<file path="src/rtl/chip8_fetch_sequencer.sv">
// CHIP-8 instruction sequencer: owns PC and call stack, fetches opcodes, runs control flow.
// Optional STACK_TRAP_EN: stack overflow/underflow halts the core with a sticky fault.
module chip8_fetch_sequencer #(
  parameter int          STACK_DEPTH = 16,
  parameter logic [11:0] RESET_PC    = 12'h200
) (
  input  logic        clk,
  input  logic        rst_n,
  input  logic        run,
  output logic        mem_req,
  output logic [11:0] mem_addr,
  input  logic        mem_ack,
  input  logic [7:0]  mem_rdata,
  output logic [15:0] opcode,
  output logic [11:0] pc,
  input  logic [3:0]  op_main,
  input  logic [3:0]  op_sub,
  input  logic [11:0] nnn,
  input  logic [7:0]  nn,
  input  logic [7:0]  vx,
  input  logic [7:0]  vy,
  input  logic [7:0]  v0,
  output logic        exec_start,
  input  logic        exec_done,
  output logic        fault
);

  localparam int IDX_W = (STACK_DEPTH > 1) ? $clog2(STACK_DEPTH) : 1;
  localparam int SP_W  = IDX_W + 1;

  localparam logic [2:0] S_IDLE      = 3'd0;
  localparam logic [2:0] S_FETCH_HI  = 3'd1;
  localparam logic [2:0] S_FETCH_LO  = 3'd2;
  localparam logic [2:0] S_DECODE    = 3'd3;
  localparam logic [2:0] S_EXEC_WAIT = 3'd4;
  localparam logic [2:0] S_HALT      = 3'd5;

  localparam logic [3:0] OP_SYS   = 4'h0;
  localparam logic [3:0] OP_JP    = 4'h1;
  localparam logic [3:0] OP_CALL  = 4'h2;
  localparam logic [3:0] OP_SE    = 4'h3;
  localparam logic [3:0] OP_SNE   = 4'h4;
  localparam logic [3:0] OP_SEXY  = 4'h5;
  localparam logic [3:0] OP_SNEXY = 4'h9;
  localparam logic [3:0] OP_JPV0  = 4'hB;
  localparam logic [3:0] SUB_RET  = 4'hE;

  logic [2:0]       state;
  logic [2:0]       state_nx;
  logic [11:0]      pc_r;
  logic [15:0]      opcode_r;
  logic             exec_start_r;
  logic [SP_W-1:0]  sp;
  logic [SP_W-1:0]  sp_push;
  logic [SP_W-1:0]  sp_pop;
  logic [IDX_W-1:0] sp_idx;
  logic [IDX_W-1:0] sp_idx_dec;
  logic [11:0]      stack [STACK_DEPTH];

  logic             is_push;
  logic             is_pop;
  logic             is_flow;
  logic             take_skip;
  logic             stack_err;
  logic [11:0]      pc_target;

  function automatic logic [11:0] pc_add(input logic [11:0] base, input logic [11:0] ofs);
    return base + ofs;
  endfunction

  assign sp_idx     = sp[IDX_W-1:0];
  assign sp_idx_dec = sp_idx - IDX_W'(1);

`ifdef STACK_TRAP_EN
  logic fault_r;

  assign sp_push   = sp + SP_W'(1);
  assign sp_pop    = sp - SP_W'(1);
  assign stack_err = (is_push && (sp == SP_W'(STACK_DEPTH))) || (is_pop && (sp == '0));
  assign fault     = fault_r;
`else
  // Without the trap the pointer simply wraps, so the oldest entry gets recycled.
  assign sp_push   = {1'b0, sp_idx + IDX_W'(1)};
  assign sp_pop    = {1'b0, sp_idx_dec};
  assign stack_err = 1'b0;
  assign fault     = 1'b0;
`endif

  assign mem_req    = (state == S_FETCH_HI) || (state == S_FETCH_LO);
  assign mem_addr   = (state == S_FETCH_LO) ? pc_add(pc_r, 12'd1) : pc_r;
  assign opcode     = opcode_r;
  assign pc         = pc_r;
  assign exec_start = exec_start_r;

  always_comb begin
    is_push   = (op_main == OP_CALL);
    is_pop    = (op_main == OP_SYS) && (op_sub == SUB_RET);
    take_skip = 1'b0;
    case (op_main)
      OP_SE:    take_skip = (vx == nn);
      OP_SNE:   take_skip = (vx != nn);
      OP_SEXY:  take_skip = (vx == vy);
      OP_SNEXY: take_skip = (vx != vy);
      default:  take_skip = 1'b0;
    endcase
    is_flow = is_push || is_pop ||
              (op_main inside {OP_JP, OP_JPV0, OP_SE, OP_SNE, OP_SEXY, OP_SNEXY});
  end

  // pc already points past the current instruction here, so it is the return address.
  always_comb begin
    pc_target = pc_r;
    if (is_pop) begin
      pc_target = stack[sp_idx_dec];
    end else begin
      case (op_main)
        OP_JP, OP_CALL: pc_target = nnn;
        OP_JPV0:        pc_target = pc_add(nnn, {4'h0, v0});
        default:        pc_target = take_skip ? pc_add(pc_r, 12'd2) : pc_r;
      endcase
    end
  end

  always_comb begin
    state_nx = state;
    case (state)
      S_IDLE:      if (run) state_nx = S_FETCH_HI;
      S_FETCH_HI:  if (mem_ack) state_nx = S_FETCH_LO;
      S_FETCH_LO:  if (mem_ack) state_nx = S_DECODE;
      S_DECODE: begin
        if (stack_err)    state_nx = S_HALT;
        else if (is_flow) state_nx = run ? S_FETCH_HI : S_IDLE;
        else              state_nx = S_EXEC_WAIT;
      end
      S_EXEC_WAIT: if (exec_done) state_nx = run ? S_FETCH_HI : S_IDLE;
      S_HALT:      state_nx = S_HALT;
      default:     state_nx = S_IDLE;
    endcase
  end

  always_ff @(posedge clk or negedge rst_n) begin
    if (!rst_n) begin
      state        <= S_IDLE;
      pc_r         <= RESET_PC;
      opcode_r     <= 16'h0000;
      sp           <= '0;
      exec_start_r <= 1'b0;
    end else begin
      state        <= state_nx;
      exec_start_r <= 1'b0;
      case (state)
        S_FETCH_HI: begin
          if (mem_ack) opcode_r[15:8] <= mem_rdata;
        end
        S_FETCH_LO: begin
          if (mem_ack) begin
            opcode_r[7:0] <= mem_rdata;
            pc_r          <= pc_add(pc_r, 12'd2);
          end
        end
        S_DECODE: begin
          if (!stack_err) begin
            pc_r <= pc_target;
            if (is_push) sp <= sp_push;
            if (is_pop)  sp <= sp_pop;
          end
          if (!is_flow) exec_start_r <= 1'b1;
        end
        default: ;
      endcase
    end
  end

`ifdef STACK_TRAP_EN
  always_ff @(posedge clk or negedge rst_n) begin
    if (!rst_n) begin
      fault_r <= 1'b0;
    end else if ((state == S_DECODE) && stack_err) begin
      fault_r <= 1'b1;
    end
  end
`endif

  // Stack contents are plain storage and deliberately carry no reset.
  always_ff @(posedge clk) begin
    if ((state == S_DECODE) && is_push && !stack_err) begin
      stack[sp_idx] <= pc_r;
    end
  end

endmodule

</file>
<file path="config.mk">
export PLATFORM = sky130hd
export DESIGN_NAME = chip8_fetch_sequencer
export DESIGN_NICKNAME = d
export VERILOG_FILES = /design/src/rtl/chip8_fetch_sequencer.sv
export SDC_FILE = /design/constraint.sdc
export NUM_CORES = 1
export LEC_CHECK = 0
export CELL_PAD_IN_SITES_DETAIL_PLACEMENT = 1
export CELL_PAD_IN_SITES_GLOBAL_PLACEMENT = 1
export CORE_ASPECT_RATIO = 0.75
export CORE_MARGIN = 2
export CORE_UTILIZATION = 52
export CTS_CLUSTER_DIAMETER = 80
export DETAILED_ROUTE_END_ITERATION = 8
export GPL_TIMING_DRIVEN = 0
export PLACE_DENSITY = 0.88
export SKIP_LAST_GASP = 1
export SYNTH_ARGS = -nofsm -noshare
export SYNTH_HDL_FRONTEND = slang
export SYNTH_SLANG_ARGS = --single-unit
</file>
<file path="constraint.sdc">
create_clock -name clk -period 6.69 [get_ports clk]
set_input_delay 0.669 -clock clk [delete_from_list [all_inputs] [get_ports clk]]
set_output_delay 0.669 -clock clk [all_outputs]
set_load 0.03 [all_outputs]
</file>
Yosys cells after proc, flatten, opt, wreduce, memory -nomap -nowiden
Memory sizes are Yosys's and may differ from the RTL's.
Cells that the tools add are included.
Widths: inputs -> output; s select.
{"block": "word_totals", "ff_bits": 36, "ram_bits": 192, "output_inout_bits": 43, "elab_cells": 70, "mem_count": 1}
{"block": "classes", "n_addsub": 5, "n_eq_ne": 22, "mux": 20, "reduce_logical": 16}
{"name": "stack", "depth": 16, "width": 12, "rd": 1, "rd_clocked_by_memory_dff": 0, "write_ports": 1, "line": "58", "text": "logic [11:0] stack [STACK_DEPTH];"}
{"cell": "$mux 12", "count": 4}
{"cell": "$pmux 12 s2", "count": 2}
{"cell": "$pmux 3 s6", "count": 1}
{"cell": "$eq 8x8->1", "count": 2}
{"cell": "$ne 8x8->1", "count": 2}
{"cell": "$mux 3", "count": 5}
{"cell": "$add 12x1->12 const B", "count": 1}
{"cell": "$add 12x2->12 const B", "count": 1}
{"cell": "$add 12x8->12", "count": 1}
{"cell": "$eq 4x4->1 const B", "count": 3}
{"cell": "$eq 4x2->1 const B", "count": 2}
{"cell": "$eq 4x3->1 const B", "count": 2}
{"cell": "$mux 4", "count": 2}
{"cell": "$ne 2x2->1 const B", "count": 4}
{"cell": "$eq 3x2->1 const B", "count": 2}
{"cell": "$eq 3x3->1 const B", "count": 2}
{"cell": "$reduce_and 2->1", "count": 3}
{"cell": "$reduce_bool 6->1", "count": 1}
{"cell": "$mux 1", "count": 5}
{"cell": "$ne 5x4->1 const B", "count": 1}
{"cell": "$add 4x1->4 const B", "count": 1}
{"cell": "$eq 4x1->1 const B", "count": 1}
{"cell": "$logic_not 4->1", "count": 1}
{"cell": "$pmux 1 s4", "count": 1}
{"cell": "9 further kinds", "count": 13}

Logic depth before layout (Yosys ltp)
{"block": "logic_depth", "word_depth": 6, "ltp_mapped": 14}

Worst setup path after synthesis
Ideal clock, no wire load.
{"block": "synth_path", "kind": "register -> register", "from": "register sp[0]", "to": "register pc_r[4] (netlist: pc[4])", "arrival_ns": 3.291, "required_time_ns": 6.564, "path_slack_ns": 3.274, "stages_incl_launch_ff": 13, "n_path_buf": 5, "cell_sequence": "dfrtp_1 buf_6 buf_4 buf_2 inv_1 ha_1 buf_1 clkbuf_1 mux4_2 mux4_2 nand2_1 o311ai_0 o2bb2ai_1"}
{"block": "synth_between", "elab_chain_cells": 4}
{"item": "from (decl)", "line": "53", "text": "logic [SP_W-1:0] sp;"}
{"item": "from (signal assigned)", "line": "164", "text": "if (is_push) sp <= sp_push;"}
{"item": "from (signal assigned)", "line": "165", "text": "if (is_pop) sp <= sp_pop;"}
{"item": "$sub 4x1->4", "line": "72", "text": "assign sp_idx_dec = sp_idx - IDX_W'(1);"}
{"item": "$mem_v2 16x12"}
{"item": "$mux 12", "line": "113", "text": "if (is_pop) begin"}
{"item": "$pmux 12 s2", "line": "151", "text": "case (state)"}
{"item": "to (signal assigned)", "line": "158", "text": "pc_r <= pc_add(pc_r, 12'd2);"}
{"item": "to (signal assigned)", "line": "163", "text": "pc_r <= pc_target;"}
{"item": "to (decl)", "line": "50", "text": "logic [11:0] pc_r;"}
Every way passes these cells.
A chain may end at the register's enable or synchronous reset.

Worst setup path after layout
Same ends and word-level chain as after synthesis.

==> metrics.txt <==
# TYPE chip_impl_metric gauge
chip_impl_metric{name="crit_required",unit="ns"} 7.10
chip_impl_metric{name="layout_setup_ws",unit="ns"} 2.13
chip_impl_metric{name="slew-limit-headroom",unit="%"} 21.9
chip_impl_metric{name="drv_cap",unit=""} 0
chip_impl_metric{name="layout-area-overhead-vs-synth",unit="%"} 20.8
chip_impl_metric{name="wl_per_cell",unit="µm"} 29.3
chip_impl_metric{name="worstSkewPairLatency",unit="ns"} 0.54
chip_impl_metric{name="finalMaxSlewViolations",unit=""} 0
chip_impl_metric{name="layout_worst_path_cycle_share",unit="%"} 68.2
chip_impl_metric{name="starting_utilization_of_the_core_area",unit="%"} 53.2
chip_impl_metric{name="final.min_clock_period",unit="ns"} 4.56
chip_impl_metric{name="route.final.wire_length",unit="µm"} 32500
chip_impl_metric{name="placedInstanceArea",unit="µm²"} 12300
chip_impl_metric{name="hold-worst-slack",unit="ns"} 0.268
chip_impl_metric{name="routabilityCongestion",unit=""} 0.927
chip_impl_metric{name="worst-r2r-setup-slack",unit="ns"} 2.13
chip_impl_metric{name="report.final.hold_viol_count",unit=""} 0
chip_impl_metric{name="vias",unit=""} 7291
chip_impl_metric{name="fillCellCount",unit=""} 1878
chip_impl_metric{name="achievable-frequency",unit="MHz"} 219
chip_impl_metric{name="routed_via_density",unit=""} 6.59
chip_impl_metric{name="cts.sinks",unit=""} 228
chip_impl_metric{name="cts_made_buffers",unit=""} 23
chip_impl_metric{name="cts_repair_resize_count",unit=""} 0
chip_impl_info{name="clock_tree.root_cell",value="sky130_fd_sc_hd__clkbuf_16"} 1
chip_impl_metric{name="clock_path_buffers",unit=""} 3
chip_impl_metric{name="power.density",unit="nW/µm²"} 399
chip_impl_metric{name="postSynthNetCount",unit=""} 778
chip_impl_metric{name="io_pins",unit=""} 108
chip_impl_metric{name="multi_input_logic_area",unit="µm²"} 3850
chip_impl_info{name="grt_setup_unrepaired",value="false"} 1
chip_impl_metric{name="finish.net_count",unit=""} 913
chip_impl_metric{name="post_synth.cell_area_avg",unit="µm²"} 15.5
chip_impl_metric{name="synth-seq-cells",unit=""} 228
chip_impl_metric{name="gr-total-overflow",unit=""} 0
chip_impl_metric{name="via_count_of_the_first_global_routing_pass",unit=""} 7566
chip_impl_metric{name="cts_max_level",unit=""} 1
chip_impl_metric{name="design.core.area",unit="µm²"} 20300
chip_impl_metric{name="sequential_cell_area",unit="µm²"} 6670
chip_impl_info{name="crit_path_capture_type",value="flip-flop"} 1
chip_impl_metric{name="postLayoutCellArea",unit="µm²"} 13000
chip_impl_metric{name="die_width",unit="µm"} 170
chip_impl_metric{name="asr_flop_ratio_synth",unit="%"} 15.8
chip_impl_info{name="synth_top_flop_cell",value="sky130_fd_sc_hd__edfxtp_1"} 1
chip_impl_metric{name="cp_data_arrival_time",unit="ns"} 4.97
chip_impl_metric{name="numPortBuffers",unit=""} 105
chip_impl_metric{name="postSynthCellCount",unit=""} 697
chip_impl_info{name="worstReg2RegEnd",value="pc[4]$_DFFE_PN0P_"} 1
chip_impl_metric{name="setup-tns-final",unit="ns"} 0
chip_impl_metric{name="fp.dieArea",unit="µm²"} 21900
chip_impl_info{name="run_status",value="finished, final reports clean"} 1
chip_impl_info{name="final_common_cell",value="sky130_fd_sc_hd__edfxtp_1"} 1
chip_impl_metric{name="drtPass1Iterations",unit=""} 5
chip_impl_metric{name="n_antenna_cell",unit=""} 0
chip_impl_metric{name="ff2ff_path_depth",unit=""} 12
chip_impl_metric{name="dieHeight",unit="µm"} 129
chip_impl_metric{name="finalSetupViolations",unit=""} 0
chip_impl_metric{name="grt_start_max_net_pins",unit=""} 37
chip_impl_metric{name="synth_cell_type_count",unit=""} 80
chip_impl_metric{name="static-leakage-power",unit="nW"} 4.45
chip_impl_info{name="clock_tree_from_tritoncts",value="done"} 1
chip_impl_metric{name="layout-drive-gt1-share",unit="%"} 19.1
chip_impl_metric{name="post-place-ws",unit="ns"} 2.14
chip_impl_metric{name="drt_iter0_markers",unit=""} 739
chip_impl_metric{name="cp_max_fo",unit=""} 10
chip_impl_metric{name="antenna_violation_net_count_after_detailed_routing",unit=""} 0
chip_impl_metric{name="irDropWorstVdd",unit="mV"} 0.270
chip_impl_metric{name="final.setup_skew",unit="ns"} 0.0256
chip_impl_metric{name="drcViolationCount",unit=""} 0
chip_impl_metric{name="track_usage",unit="%"} 29.9
chip_impl_metric{name="post_cts_hold_buffer_count",unit=""} 0
chip_impl_metric{name="pin_slew_with_the_least_headroom_to_its_limit",unit="ns"} 1.17
chip_impl_metric{name="rows",unit=""} 45
chip_impl_info{name="hp-class",value="in -> async"} 1
chip_impl_metric{name="synth_sequential_area_ratio",unit="%"} 61.8
chip_impl_metric{name="number_of_antenna_violations_at_the_first_check_in_global_routing",unit=""} 0
chip_impl_metric{name="synth-edff-count",unit=""} 192
chip_impl_info{name="most-common-layout-cells",value="192 x sky130_fd_sc_hd__edfxtp_1, 104 x sky130_fd_sc_hd__clkdlybuf4s50_1, 48 x sky130_fd_sc_hd__mux4_2"} 1
chip_impl_metric{name="synth_warn",unit=""} 0
chip_impl_info{name="worst_r2r_startpoint",value="sp[0]$_DFFE_PN0P_"} 1
chip_impl_metric{name="cts_setup_buffers",unit=""} 0
chip_impl_metric{name="post-dp-hpwl",unit="µm"} 22100
chip_impl_info{name="cp-start-kind",value="flip-flop"} 1
chip_impl_info{name="timing.setup.critical_path_class",value="reg -> reg"} 1
chip_impl_metric{name="grt_pass1_wl",unit="µm"} 47200
chip_impl_metric{name="clock_pin_slew_reported_for_the_worst_setup_and_hold_paths_after_clock_tree_synthesis",unit="ns"} 0.07
chip_impl_metric{name="synth_area",unit="µm²"} 10800
-- per-stage QoR --
step	power (W)	instances	utilization, %
floorplan	0.00316	697	-
global placement	0.00376	1060	60.0
detailed placement	0.00386	1065	60.5
CTS	0.00519	1107	64.2
global route	0.00536	1107	64.2
finish	0.00519	1107	64.2
-- power by group --
part           internal [W]  leakage (nW)  switching (W)
Combinational      0.000848          1.95        0.00102
Sequential          0.00177          2.12       0.000245
Clock              0.000762         0.375       0.000546
Total               0.00338          4.45        0.00181
-- how the worst max path moves through the flow --
stage | start | end | slack [ns] | cells after the start
after floorplan | sp[0]$_DFFE_PN0P_ | pc[4]$_DFFE_PN0P_ | 3.27 | 12
after global placement | op_main[3] | stack[1][4]$_DFFE_PP_ | 2.30 | 7
after detailed placement | sp[0]$_DFFE_PN0P_ | pc[4]$_DFFE_PN0P_ | 2.14 | 12
after CTS | sp[0]$_DFFE_PN0P_ | pc[4]$_DFFE_PN0P_ | 2.14 | 12
after global routing | sp[0]$_DFFE_PN0P_ | pc[4]$_DFFE_PN0P_ | 1.95 | 12
final | sp[0]$_DFFE_PN0P_ | pc[4]$_DFFE_PN0P_ | 2.13 | 12
-- cells in the mapped netlist, types with 4 or more instances --
| cell type | number | area share, % |
|---|---|---|
| sky130_fd_sc_hd__mux4_2 | 48 | 10 |
| sky130_fd_sc_hd__nor3_1 | 14 | 0.65 |
| sky130_fd_sc_hd__buf_6 | 4 | 0.42 |
| sky130_fd_sc_hd__mux2i_1 | 10 | 0.93 |
| sky130_fd_sc_hd__nor2b_1 | 8 | 0.46 |
| sky130_fd_sc_hd__xor2_1 | 12 | 0.97 |
| sky130_fd_sc_hd__mux4_1 | 8 | 1.9 |
| sky130_fd_sc_hd__o21a_1 | 6 | 0.42 |
| sky130_fd_sc_hd__and2_1 | 5 | 0.29 |
| sky130_fd_sc_hd__a21oi_1 | 25 | 1.2 |
| sky130_fd_sc_hd__a31oi_1 | 5 | 0.29 |
| sky130_fd_sc_hd__a221o_1 | 4 | 0.37 |
| sky130_fd_sc_hd__o2bb2ai_1 | 6 | 0.49 |
| sky130_fd_sc_hd__clkbuf_1 | 12 | 0.42 |
| sky130_fd_sc_hd__nand3_1 | 14 | 0.65 |
| sky130_fd_sc_hd__ha_1 | 15 | 1.7 |
| sky130_fd_sc_hd__nand2b_1 | 7 | 0.41 |
| sky130_fd_sc_hd__a211oi_1 | 9 | 0.63 |
| sky130_fd_sc_hd__buf_4 | 7 | 0.49 |
| sky130_fd_sc_hd__o31ai_1 | 5 | 0.35 |
| sky130_fd_sc_hd__and3_1 | 4 | 0.23 |
| sky130_fd_sc_hd__dfrtp_1 | 35 | 8.1 |
| sky130_fd_sc_hd__inv_1 | 25 | 0.87 |
| sky130_fd_sc_hd__xnor2_1 | 19 | 1.5 |
| sky130_fd_sc_hd__a32oi_1 | 4 | 0.32 |
| sky130_fd_sc_hd__nand2_1 | 31 | 1.1 |
| sky130_fd_sc_hd__edfxtp_1 | 192 | 53 |
| sky130_fd_sc_hd__o21ai_0 | 11 | 0.51 |
| sky130_fd_sc_hd__mux2_2 | 19 | 2.0 |
| sky130_fd_sc_hd__nor2_1 | 49 | 1.7 |
| sky130_fd_sc_hd__buf_2 | 10 | 0.46 |
-- cell families (layout without fill, tap and decap cells) --
group | Yosys count | after routing | synth area share [%]
simple gates | 160 | 160 | 7.71
buf+inv | 61 | 213 | 2.91
other cells | 1 | 1 | 0.0348
mux | 87 | 87 | 15.2
flops | 228 | 228 | 61.8
fa+ha+maj | 16 | 16 | 1.93
compound gates | 112 | 112 | 7.74
xor+xnor | 32 | 32 | 2.67
-- final cells by class --
cell class	instances	area share, %
inverters	25	0.721
well taps	258	2.48
multi-input cells	408	29.5
clock inverters	4	0.490
plain buffers	36	1.69
repair buffers	110	8.47
flip-flops and latches	228	51.2
clock buffers	38	5.40
-- flip-flops by register name (all words and copies together), names as in the netlist --
name	count
opcode	16
sp	4
state	3
pc	12
stack	192
exec_start	1
-- worst max-delay path: stages (launching register included) --
cell and delay [ns]:
sky130_fd_sc_hd__dfrtp_1 0.41, sky130_fd_sc_hd__buf_6 0.18, sky130_fd_sc_hd__buf_4 0.25, sky130_fd_sc_hd__buf_2 0.37, sky130_fd_sc_hd__inv_1 0.16, sky130_fd_sc_hd__ha_1 0.47
sky130_fd_sc_hd__buf_1 0.60, sky130_fd_sc_hd__clkbuf_1 0.57, sky130_fd_sc_hd__mux4_2 0.42, sky130_fd_sc_hd__mux4_2 0.55, sky130_fd_sc_hd__nand2_1 0.09, sky130_fd_sc_hd__o311ai_0 0.18
sky130_fd_sc_hd__o2bb2ai_1 0.20
-- metal layers --
layer	GRT usage (%)	vias up	routed length, µm
li1	-	3033	-
met1	39.7	3757	12800
met2	47.3	408	15200
met3	9.44	93	3340
met4	10.4	0	1160
met5	0	-	0
No activity file was read; power rests on OpenSTA's default activity.
